### src/rtl/mouse_cell_tracker_pkg.sv
// drawing_pkg: grid geometry, tracker FSM states and PS/2 status-bit layout shared by the drawing blocks
package drawing_pkg;
  localparam int CELL_DIMENSION = 5;
  localparam int GRID_W = 160 / CELL_DIMENSION;
  localparam int GRID_H = 120 / CELL_DIMENSION;
  localparam int UPPER_BITS = $clog2(GRID_W > GRID_H ? GRID_W : GRID_H);
  typedef enum logic [1:0] {B0, B1, B2, UPD} state_t;
  localparam int ST_L = 0;
  localparam int ST_R = 1;
  localparam int ST_ONE = 3;
  localparam int ST_XS = 4;
  localparam int ST_YS = 5;
  localparam int ST_XO = 6;
  localparam int ST_YO = 7;
  localparam logic [7:0] ACK_BYTE = 8'hFA;
endpackage

### src/rtl/mouse_cell_tracker_if.sv
// mouse_cell_tracker_if: PS/2 byte stream in, cursor cell and button state out
interface mouse_cell_tracker_if;
  import drawing_pkg::*;
  logic [7:0] iByte;
  logic iByteValid;
  logic iEnable;
  logic [UPPER_BITS-1:0] oX_cell;
  logic [UPPER_BITS-1:0] oY_cell;
  logic oBtnL;
  logic oBtnR;
  logic oPacketValid;
  logic oSyncError;
  modport master (output iByte, iByteValid, iEnable, input oX_cell, oY_cell, oBtnL, oBtnR, oPacketValid, oSyncError);
  modport slave (input iByte, iByteValid, iEnable, output oX_cell, oY_cell, oBtnL, oBtnR, oPacketValid, oSyncError);
endinterface

### src/rtl/mouse_cell_tracker_axis.sv
// axis_accumulator: sub-cell residue plus clamped (or CURSOR_WRAP_EN wrapped) cell position for one axis
module axis_accumulator #(
  parameter int GRID = 32,
  parameter int SENS_SHIFT = 3,
  parameter int W = 5
) (
  input  logic                clk,
  input  logic                rst,
  input  logic                i_upd,
  input  logic signed [9:0]   i_delta,
  output logic [W-1:0]        o_pos
);
  localparam logic signed [12:0] LIM = 13'(GRID - 1);
  localparam logic signed [12:0] G = 13'(GRID);
  logic [SENS_SHIFT-1:0] r_res, w_res;
  logic signed [11:0] w_acc, w_step;
  logic signed [12:0] w_st, w_sum;
  logic [W-1:0] w_pos;
  always_comb begin
    w_acc = $signed({{(12 - SENS_SHIFT){1'b0}}, r_res}) + 12'(i_delta);
    w_step = w_acc >>> SENS_SHIFT;
    w_st = 13'(w_step);
    w_res = w_acc[SENS_SHIFT-1:0];
`ifdef CURSOR_WRAP_EN
    w_st = w_st > LIM ? LIM : w_st < -LIM ? -LIM : w_st;
    w_sum = $signed({{(13 - W){1'b0}}, o_pos}) + w_st;
    w_pos = W'(w_sum < 13'sd0 ? w_sum + G : w_sum > LIM ? w_sum - G : w_sum);
`else
    w_sum = $signed({{(13 - W){1'b0}}, o_pos}) + w_st;
    w_pos = W'(w_sum < 13'sd0 ? 13'sd0 : w_sum > LIM ? LIM : w_sum);
    w_res = (w_sum < 13'sd0 || w_sum > LIM) ? '0 : w_res;
`endif
  end
  always_ff @(posedge clk) begin
    if (rst) begin
      o_pos <= W'(GRID / 2);
      r_res <= '0;
    end else if (i_upd) begin
      o_pos <= w_pos;
      r_res <= w_res;
    end
  end
endmodule

### src/rtl/mouse_cell_tracker.sv
// mouse_cell_tracker: PS/2 3-byte packet framer driving absolute cursor cell and buttons
// Optional CURSOR_WRAP_EN makes the cursor wrap at grid edges instead of clamping.
module mouse_cell_tracker
  import drawing_pkg::*;
#(
  parameter int SCREEN_WIDTH = 160,
  parameter int SCREEN_HEIGHT = 120,
  parameter int CELL_DIMENSION = drawing_pkg::CELL_DIMENSION,
  parameter int SENS_SHIFT = 3,
  parameter int TIMEOUT_CYCLES = 50000
) (
  input logic iClk,
  input logic iReset,
  mouse_cell_tracker_if.slave bus
);
  localparam int GW = SCREEN_WIDTH / CELL_DIMENSION;
  localparam int GH = SCREEN_HEIGHT / CELL_DIMENSION;
  localparam int TW = $clog2(TIMEOUT_CYCLES + 1);
  state_t r_state, w_next;
  logic [7:4] r_flags;
  logic [1:0] r_btn_pend;
  logic [7:0] r_dx;
  logic [TW-1:0] r_timer;
  logic r_armed, r_en_d, r_sync, r_btn_l, r_btn_r;
  logic w_byte, w_in_b0, w_wait, w_ack_drop, w_bad, w_tmo, w_upd;
  logic signed [9:0] w_dx, w_dy;
  // UPD behaves like B0 so a byte arriving during the update starts the next packet
  always_comb begin
    w_byte = bus.iByteValid && bus.iEnable;
    w_in_b0 = r_state == B0 || r_state == UPD;
    w_wait = r_state == B1 || r_state == B2;
    w_ack_drop = w_in_b0 && w_byte && r_armed && bus.iByte == ACK_BYTE;
    w_bad = w_in_b0 && w_byte && !w_ack_drop && !bus.iByte[ST_ONE];
    w_tmo = w_wait && bus.iEnable && !bus.iByteValid && r_timer == TW'(TIMEOUT_CYCLES - 1);
    w_upd = r_state == B2 && w_byte;
    w_next = !bus.iEnable ? B0 :
             w_in_b0 ? ((w_byte && !w_ack_drop && !w_bad) ? B1 : B0) :
             w_tmo ? B0 : !w_byte ? r_state : r_state == B1 ? B2 : UPD;
    w_dx = r_flags[ST_XO] ? '0 : {{2{r_flags[ST_XS]}}, r_dx};
    w_dy = r_flags[ST_YO] ? '0 : -{{2{r_flags[ST_YS]}}, bus.iByte};
  end
  always_ff @(posedge iClk) begin
    if (iReset) begin
      r_state <= B0;
      r_flags <= '0;
      r_btn_pend <= '0;
      r_dx <= '0;
      r_timer <= '0;
      r_armed <= 1'b1;
      r_en_d <= 1'b0;
      r_sync <= 1'b0;
      r_btn_l <= 1'b0;
      r_btn_r <= 1'b0;
    end else begin
      r_state <= w_next;
      r_en_d <= bus.iEnable;
      r_sync <= w_bad || w_tmo;
      r_armed <= (bus.iEnable && !r_en_d) || (r_armed && !w_ack_drop);
      r_timer <= (w_byte || !w_wait) ? '0 : r_timer == '1 ? r_timer : r_timer + 1'b1;
      if (w_in_b0 && w_next == B1) begin
        r_flags <= bus.iByte[7:4];
        r_btn_pend <= bus.iByte[1:0];
      end
      if (r_state == B1 && w_byte) r_dx <= bus.iByte;
      if (w_upd) begin
        r_btn_l <= r_btn_pend[ST_L];
        r_btn_r <= r_btn_pend[ST_R];
      end
    end
  end
  axis_accumulator #(.GRID(GW), .SENS_SHIFT(SENS_SHIFT), .W(UPPER_BITS)) u_x (
    .clk(iClk), .rst(iReset), .i_upd(w_upd), .i_delta(w_dx), .o_pos(bus.oX_cell)
  );
  axis_accumulator #(.GRID(GH), .SENS_SHIFT(SENS_SHIFT), .W(UPPER_BITS)) u_y (
    .clk(iClk), .rst(iReset), .i_upd(w_upd), .i_delta(w_dy), .o_pos(bus.oY_cell)
  );
  assign bus.oBtnL = r_btn_l;
  assign bus.oBtnR = r_btn_r;
  assign bus.oPacketValid = r_state == UPD;
  assign bus.oSyncError = r_sync;
endmodule

### src/flat_wrapper.sv
// flat-port wrapper written by rule: the top's interface ports become plain ports
module mouse_cell_tracker_flat import drawing_pkg::*;
#(
  parameter int SCREEN_WIDTH = 160,
  parameter int SCREEN_HEIGHT = 120,
  parameter int CELL_DIMENSION = drawing_pkg::CELL_DIMENSION,
  parameter int SENS_SHIFT = 3,
  parameter int TIMEOUT_CYCLES = 50000
)
  (iClk, iReset, bus_iByte, bus_iByteValid, bus_iEnable, bus_oX_cell, bus_oY_cell, bus_oBtnL, bus_oBtnR, bus_oPacketValid, bus_oSyncError);
  mouse_cell_tracker_if bus_i ();
  input logic iClk;
  input logic iReset;
  input wire logic [$bits(bus_i.iByte)-1:0] bus_iByte;
  input wire logic [$bits(bus_i.iByteValid)-1:0] bus_iByteValid;
  input wire logic [$bits(bus_i.iEnable)-1:0] bus_iEnable;
  output wire logic [$bits(bus_i.oX_cell)-1:0] bus_oX_cell;
  output wire logic [$bits(bus_i.oY_cell)-1:0] bus_oY_cell;
  output wire logic [$bits(bus_i.oBtnL)-1:0] bus_oBtnL;
  output wire logic [$bits(bus_i.oBtnR)-1:0] bus_oBtnR;
  output wire logic [$bits(bus_i.oPacketValid)-1:0] bus_oPacketValid;
  output wire logic [$bits(bus_i.oSyncError)-1:0] bus_oSyncError;
  assign bus_i.iByte = bus_iByte;
  assign bus_i.iByteValid = bus_iByteValid;
  assign bus_i.iEnable = bus_iEnable;
  assign bus_oX_cell = bus_i.oX_cell;
  assign bus_oY_cell = bus_i.oY_cell;
  assign bus_oBtnL = bus_i.oBtnL;
  assign bus_oBtnR = bus_i.oBtnR;
  assign bus_oPacketValid = bus_i.oPacketValid;
  assign bus_oSyncError = bus_i.oSyncError;
  mouse_cell_tracker #(.SCREEN_WIDTH(SCREEN_WIDTH), .SCREEN_HEIGHT(SCREEN_HEIGHT), .CELL_DIMENSION(CELL_DIMENSION), .SENS_SHIFT(SENS_SHIFT), .TIMEOUT_CYCLES(TIMEOUT_CYCLES)) u_core (.iClk(iClk), .iReset(iReset), .bus(bus_i));
endmodule
### config.mk
export PLATFORM = sky130hd
export DESIGN_NAME = mouse_cell_tracker_flat
export DESIGN_NICKNAME = d
export VERILOG_FILES = /design/src/rtl/mouse_cell_tracker_pkg.sv /design/src/rtl/mouse_cell_tracker_if.sv /design/src/rtl/mouse_cell_tracker_axis.sv /design/src/rtl/mouse_cell_tracker.sv /design/src/flat_wrapper.sv
export SDC_FILE = /design/constraint.sdc
export NUM_CORES = 1
export LEC_CHECK = 0
export BUFFER_PORTS_ARGS = -buffer_cell sky130_fd_sc_hd__buf_2
export CAP_MARGIN = 10
export CORE_AREA = 2 2 83 85
export DETAILED_ROUTE_END_ITERATION = 8
export DIE_AREA = 0 0 85 87
export PLACE_DENSITY = 0.76
export SLEW_MARGIN = 20
export SYNTH_ARGS = -nofsm -noshare
export SYNTH_HDL_FRONTEND = slang
export SYNTH_SLANG_ARGS = --single-unit
### constraint.sdc
create_clock -name iClk -period 4 [get_ports iClk]
set_clock_uncertainty 0.2 [all_clocks]
set_input_delay 0.2 -clock iClk [delete_from_list [all_inputs] [get_ports iClk]]
set_output_delay 0.2 -clock iClk [all_outputs]
set_load 0.01 [all_outputs]
==> run_results.csv <==
group,metric,value,unit
status,outcome,"finished clean",
clock_tree,clock_sink_count,53,
logic_synthesis,syn_nets,465,
grt,grt_pass1_vias,2865,
placed_design,dpl_worst_slack,-0.07617,ns
logic_synthesis,syn-instance-count,426,
setup_path,worst_r2r_path_depth,15,
setup_path,cp_cell_sequence,"nor2b_1, ha_1, a21o_1, a21oi_1, xnor2_1, ha_1, fa_1, nand3_1, nand2_1, a21oi_2, nor2b_1, mux2i_1, mux2_4, a211o_1, a32o_1",
detailed_routing,dr_wl_met3,449,microns
timing,finalSetupViolCount,0,
cells_and_area,layout.area.seq,0.001065,sq mm
timing,setup_tns,0,ns
cells_and_area,nNetsFinal,492,
hold_path,min_path_cells,3,
detailed_routing,wl_per_cell,14.48,microns
floorplanning,core_area,0.006569,sq mm
grt,antenna_found_initial,0,
detailed_routing,ant_nets,0,
clock_tree,path_clk_slew,0.09,ns
setup_path,worstPathRequired,4.00,ns
setup_path,cp_max_fo,7,
logic_synthesis,netlist_area,0.003466,sq mm
floorplanning,initial_core_util,52.76,%
detailed_routing,first_pass_iters,4,
floorplanning,dieWidth,85,microns
setup_path,crit_arrival,3.79,ns
setup_path,cpPeakStageDelay,0.40,ns
setup_path,start_kind,"flop",
logic_synthesis,synth.distinct_cells,58,
logic_synthesis,ys_ff_latch,53,
detailed_routing,routed-via-count,3121,
detailed_routing,drcViolationCount,0,
timing,finalHoldViolations,0,
setup_path,crit_type,"flop to flop",
floorplanning,die_y,87,microns
grt,grt_usage,21.59,%
cells_and_area,fillCellCount,617,
clock_tree,numCtsBuffers,5,
detailed_routing,vias_per_cell,5.856,
cells_and_area,syn_to_final_growth,10.32,%
setup_path,crit_start,"u_core.r_flags[7]$_SDFFE_PP0P_",
timing,period_minus_slack,3.786,ns
clock_tree,htreeDepth,2,
placed_design,io_buffers,25,
floorplanning,rows,30,
timing,drv_slew,0,
logic_synthesis,async_flop_share,0,%
detailed_routing,drtIter0Drc,134,
setup_path,crit_path_top_delay_cell,"fa_1",
placed_design,gp_congestion,0.8724,
clock_tree,clock_path_buffers,2,
setup_path,worstSetupEndpointType,"flop",
grt,grt_first_pass_wirelength,13110,microns
cells_and_area,final_util,58.21,%
logic_synthesis,avgSynthCellArea,8.136,sq um
setup_path,rr_startpoint,"u_core.r_flags[7]$_SDFFE_PP0P_",
pwr,ir_drop,0.1810,mV
clock_tree,post_cts_buffers,0,
detailed_routing,highest_layer,"met4",
grt,gr-total-overflow,0,
timing,tightest_slew,0.6564,ns
logic_synthesis,ys_warn_count,0,
timing,holdWs,0.007204,ns
cells_and_area,multi_input_area,0.002308,sq mm
pwr,leakage,0.001574,uW
flow_run,cap_violations,0,
clock_tree,clock-root-buffer,"clkbuf_8",
floorplanning,die_area,0.007395,sq mm
timing,clock.fmax,0.2641,GHz
cells_and_area,layout-drive-gt1-share,13.02,%
pwr,cellPowerDensity,251.0,mW/mm^2
timing,slew_headroom,55.76,%
hold_path,hp-class,"primary input to flop",
logic_synthesis,synth_seq_area_share,30.61,%
clock_tree,cts_tree,"yes",
floorplanning,ios,26,
grt,grt_max_degree,31,
cells_and_area,antenna_cells,0,
timing,fin_ws,0.2136,ns
detailed_routing,wl,7718,microns
logic_synthesis,synthFlopType,"dfxtp_1",
hold_path,min_from,"bus_iByteValid",
detailed_routing,drt-met1-wl,3469,microns
logic_synthesis,synth_edf_count,0,
clock_tree,clk_latency,0.30,ns
detailed_routing,wl_met2,3722,microns
placed_design,dp_hpwl,5810,microns
timing,post-route-period-util,94.66,%
==> routing by layer <==
| metal | vias up | GRT usage [%] |
|---|---|---|
| li1 | 1574 | - |
| met4 | 0 | 5.628 |
| met3 | 8 | 3.981 |
| met2 | 75 | 36.36 |
| met5 | - | 0 |
| met1 | 1464 | 28.60 |
==> per-stage QoR <==
step / instances / instance area (sq um) / power, uW
6_report: 533 / 3824 / 959.6
5_1_grt: 533 / 3824 / 994.1
4_1_cts: 533 / 3792 / 965.4
3_5_place_dp: 524 / 3691 / 673.4
3_3_place_gp: 524 / 3691 / 669.0
2_1_floorplan: 426 / 3466 / 637.8
==> final timing paths <==
kind                                      end  slack (ns)
min reg2reg       u_core.r_dx[1]$_SDFFE_PP0P_        0.26
min              u_core.r_state[1]$_SDFF_PP0_       0.007
max reg2reg  u_core.u_y.o_pos[4]$_SDFFE_PP0P_        0.21
max          u_core.u_y.o_pos[4]$_SDFFE_PP0P_        0.21
==> synthesized netlist by cell type (all sizes together) (2+ instances only) <==
library cell,n,area (sq um)
dfxtp,53,1061
nand2,48,180.2
nor2,44,165.2
a21oi,42,214.0
ha,23,287.8
o21ai,17,85.08
xor2,17,148.9
nand3,16,80.08
inv,13,48.80
xnor2,13,113.9
clkbuf,12,45.04
nor3,10,50.05
a21o,9,67.56
nor2b,9,56.30
nand4,8,50.05
a31oi,7,43.79
nand2b,7,43.79
nor4,7,86.33
or3,7,43.79
buf,5,30.02
a211oi,4,30.03
a32o,4,40.04
fa,4,80.08
mux2i,4,40.04
nor3b,4,35.03
a22o,3,26.28
and3,3,18.77
nand3b,3,26.27
nor4b,3,26.28
o21bai,3,22.52
a221oi,2,17.52
and2,2,12.51
mux2,2,26.27
nor4bb,2,20.02
o21a,2,15.01
==> power breakdown <==
part | internal, uW | total [uW] | switching, uW
Sequential | 530 | 534 | 3.35
Combinational | 50.6 | 133 | 82.1
Clock | 122 | 293 | 171
Total | 703 | 960 | 257
==> area by class of cell <==
cell class	count	share of cell area (%)
Sequential cell	53	27.85
Clock buffer	6	1.898
Timing Repair Buffer	37	5.759
Multi-Input combinational cell	343	60.37
Inverter	13	1.276
Tap cell	80	2.618
Clock inverter	1	0.2291
==> critical path: cells and delay by family, from the launching register on <==
kind / cells / cell delay [ns]
mux: 2 / 0.37
simple gates: 4 / 0.59
fa+ha+maj: 3 / 0.91
flops: 1 / 0.38
xor+xnor: 1 / 0.12
compound gates: 5 / 1.14
==> flip-flops by register name, indices dropped and copies added (netlist names) <==
signal                 flops
u_core.bus.oBtnL           1
u_core.bus.oBtnR           1
u_core.bus.oSyncError      1
u_core.r_armed             1
u_core.r_btn_pend          2
u_core.r_dx                8
u_core.r_en_d              1
u_core.r_flags             4
u_core.r_state             2
u_core.r_timer            16
u_core.u_x.o_pos           5
u_core.u_x.r_res           3
u_core.u_y.o_pos           5
u_core.u_y.r_res           3
==> layout by cell type (no fill, tap or decap), types with 4 or more instances in the layout <==
cell type and n:
a211oi_1 4, nor3_1 9, fa_1 4, or3_1 7, a32o_1 4, a21o_1 9
nand2_1 48, buf_2 25, xnor2_1 12, nand2b_1 7, ha_1 23, nor2_1 44
o21ai_0 16, nor2b_1 9, inv_1 13, a21oi_1 39, xor2_1 17, buf_4 10
a31oi_1 7, mux2i_1 4, dfxtp_1 52, nand4_1 8, clkbuf_8 5, nand3_1 16
==> repair_timing <==
item / 4_1_cts / 5_1_grt
endpoints found under the setup margin: 0 / 12
hold buffers: 2 / 0
hold endpoints to repair: 2 / 0
gates resized for setup: 0 / 7
==> cells by family (layout without fill, tap and decap cells) <==
| family | count (synthesis) | in the layout | synth area share [%] |
|---|---|---|---|
| mux | 6 | 6 | 1.913 |
| flops | 53 | 53 | 30.61 |
| compound gates | 103 | 103 | 18.88 |
| fa+ha+maj | 27 | 27 | 10.61 |
| xor+xnor | 30 | 30 | 7.581 |
| simple gates | 177 | 177 | 26.82 |
| buf+inv | 30 | 57 | 3.574 |
No activity file was read; power rests on OpenSTA's default activity.
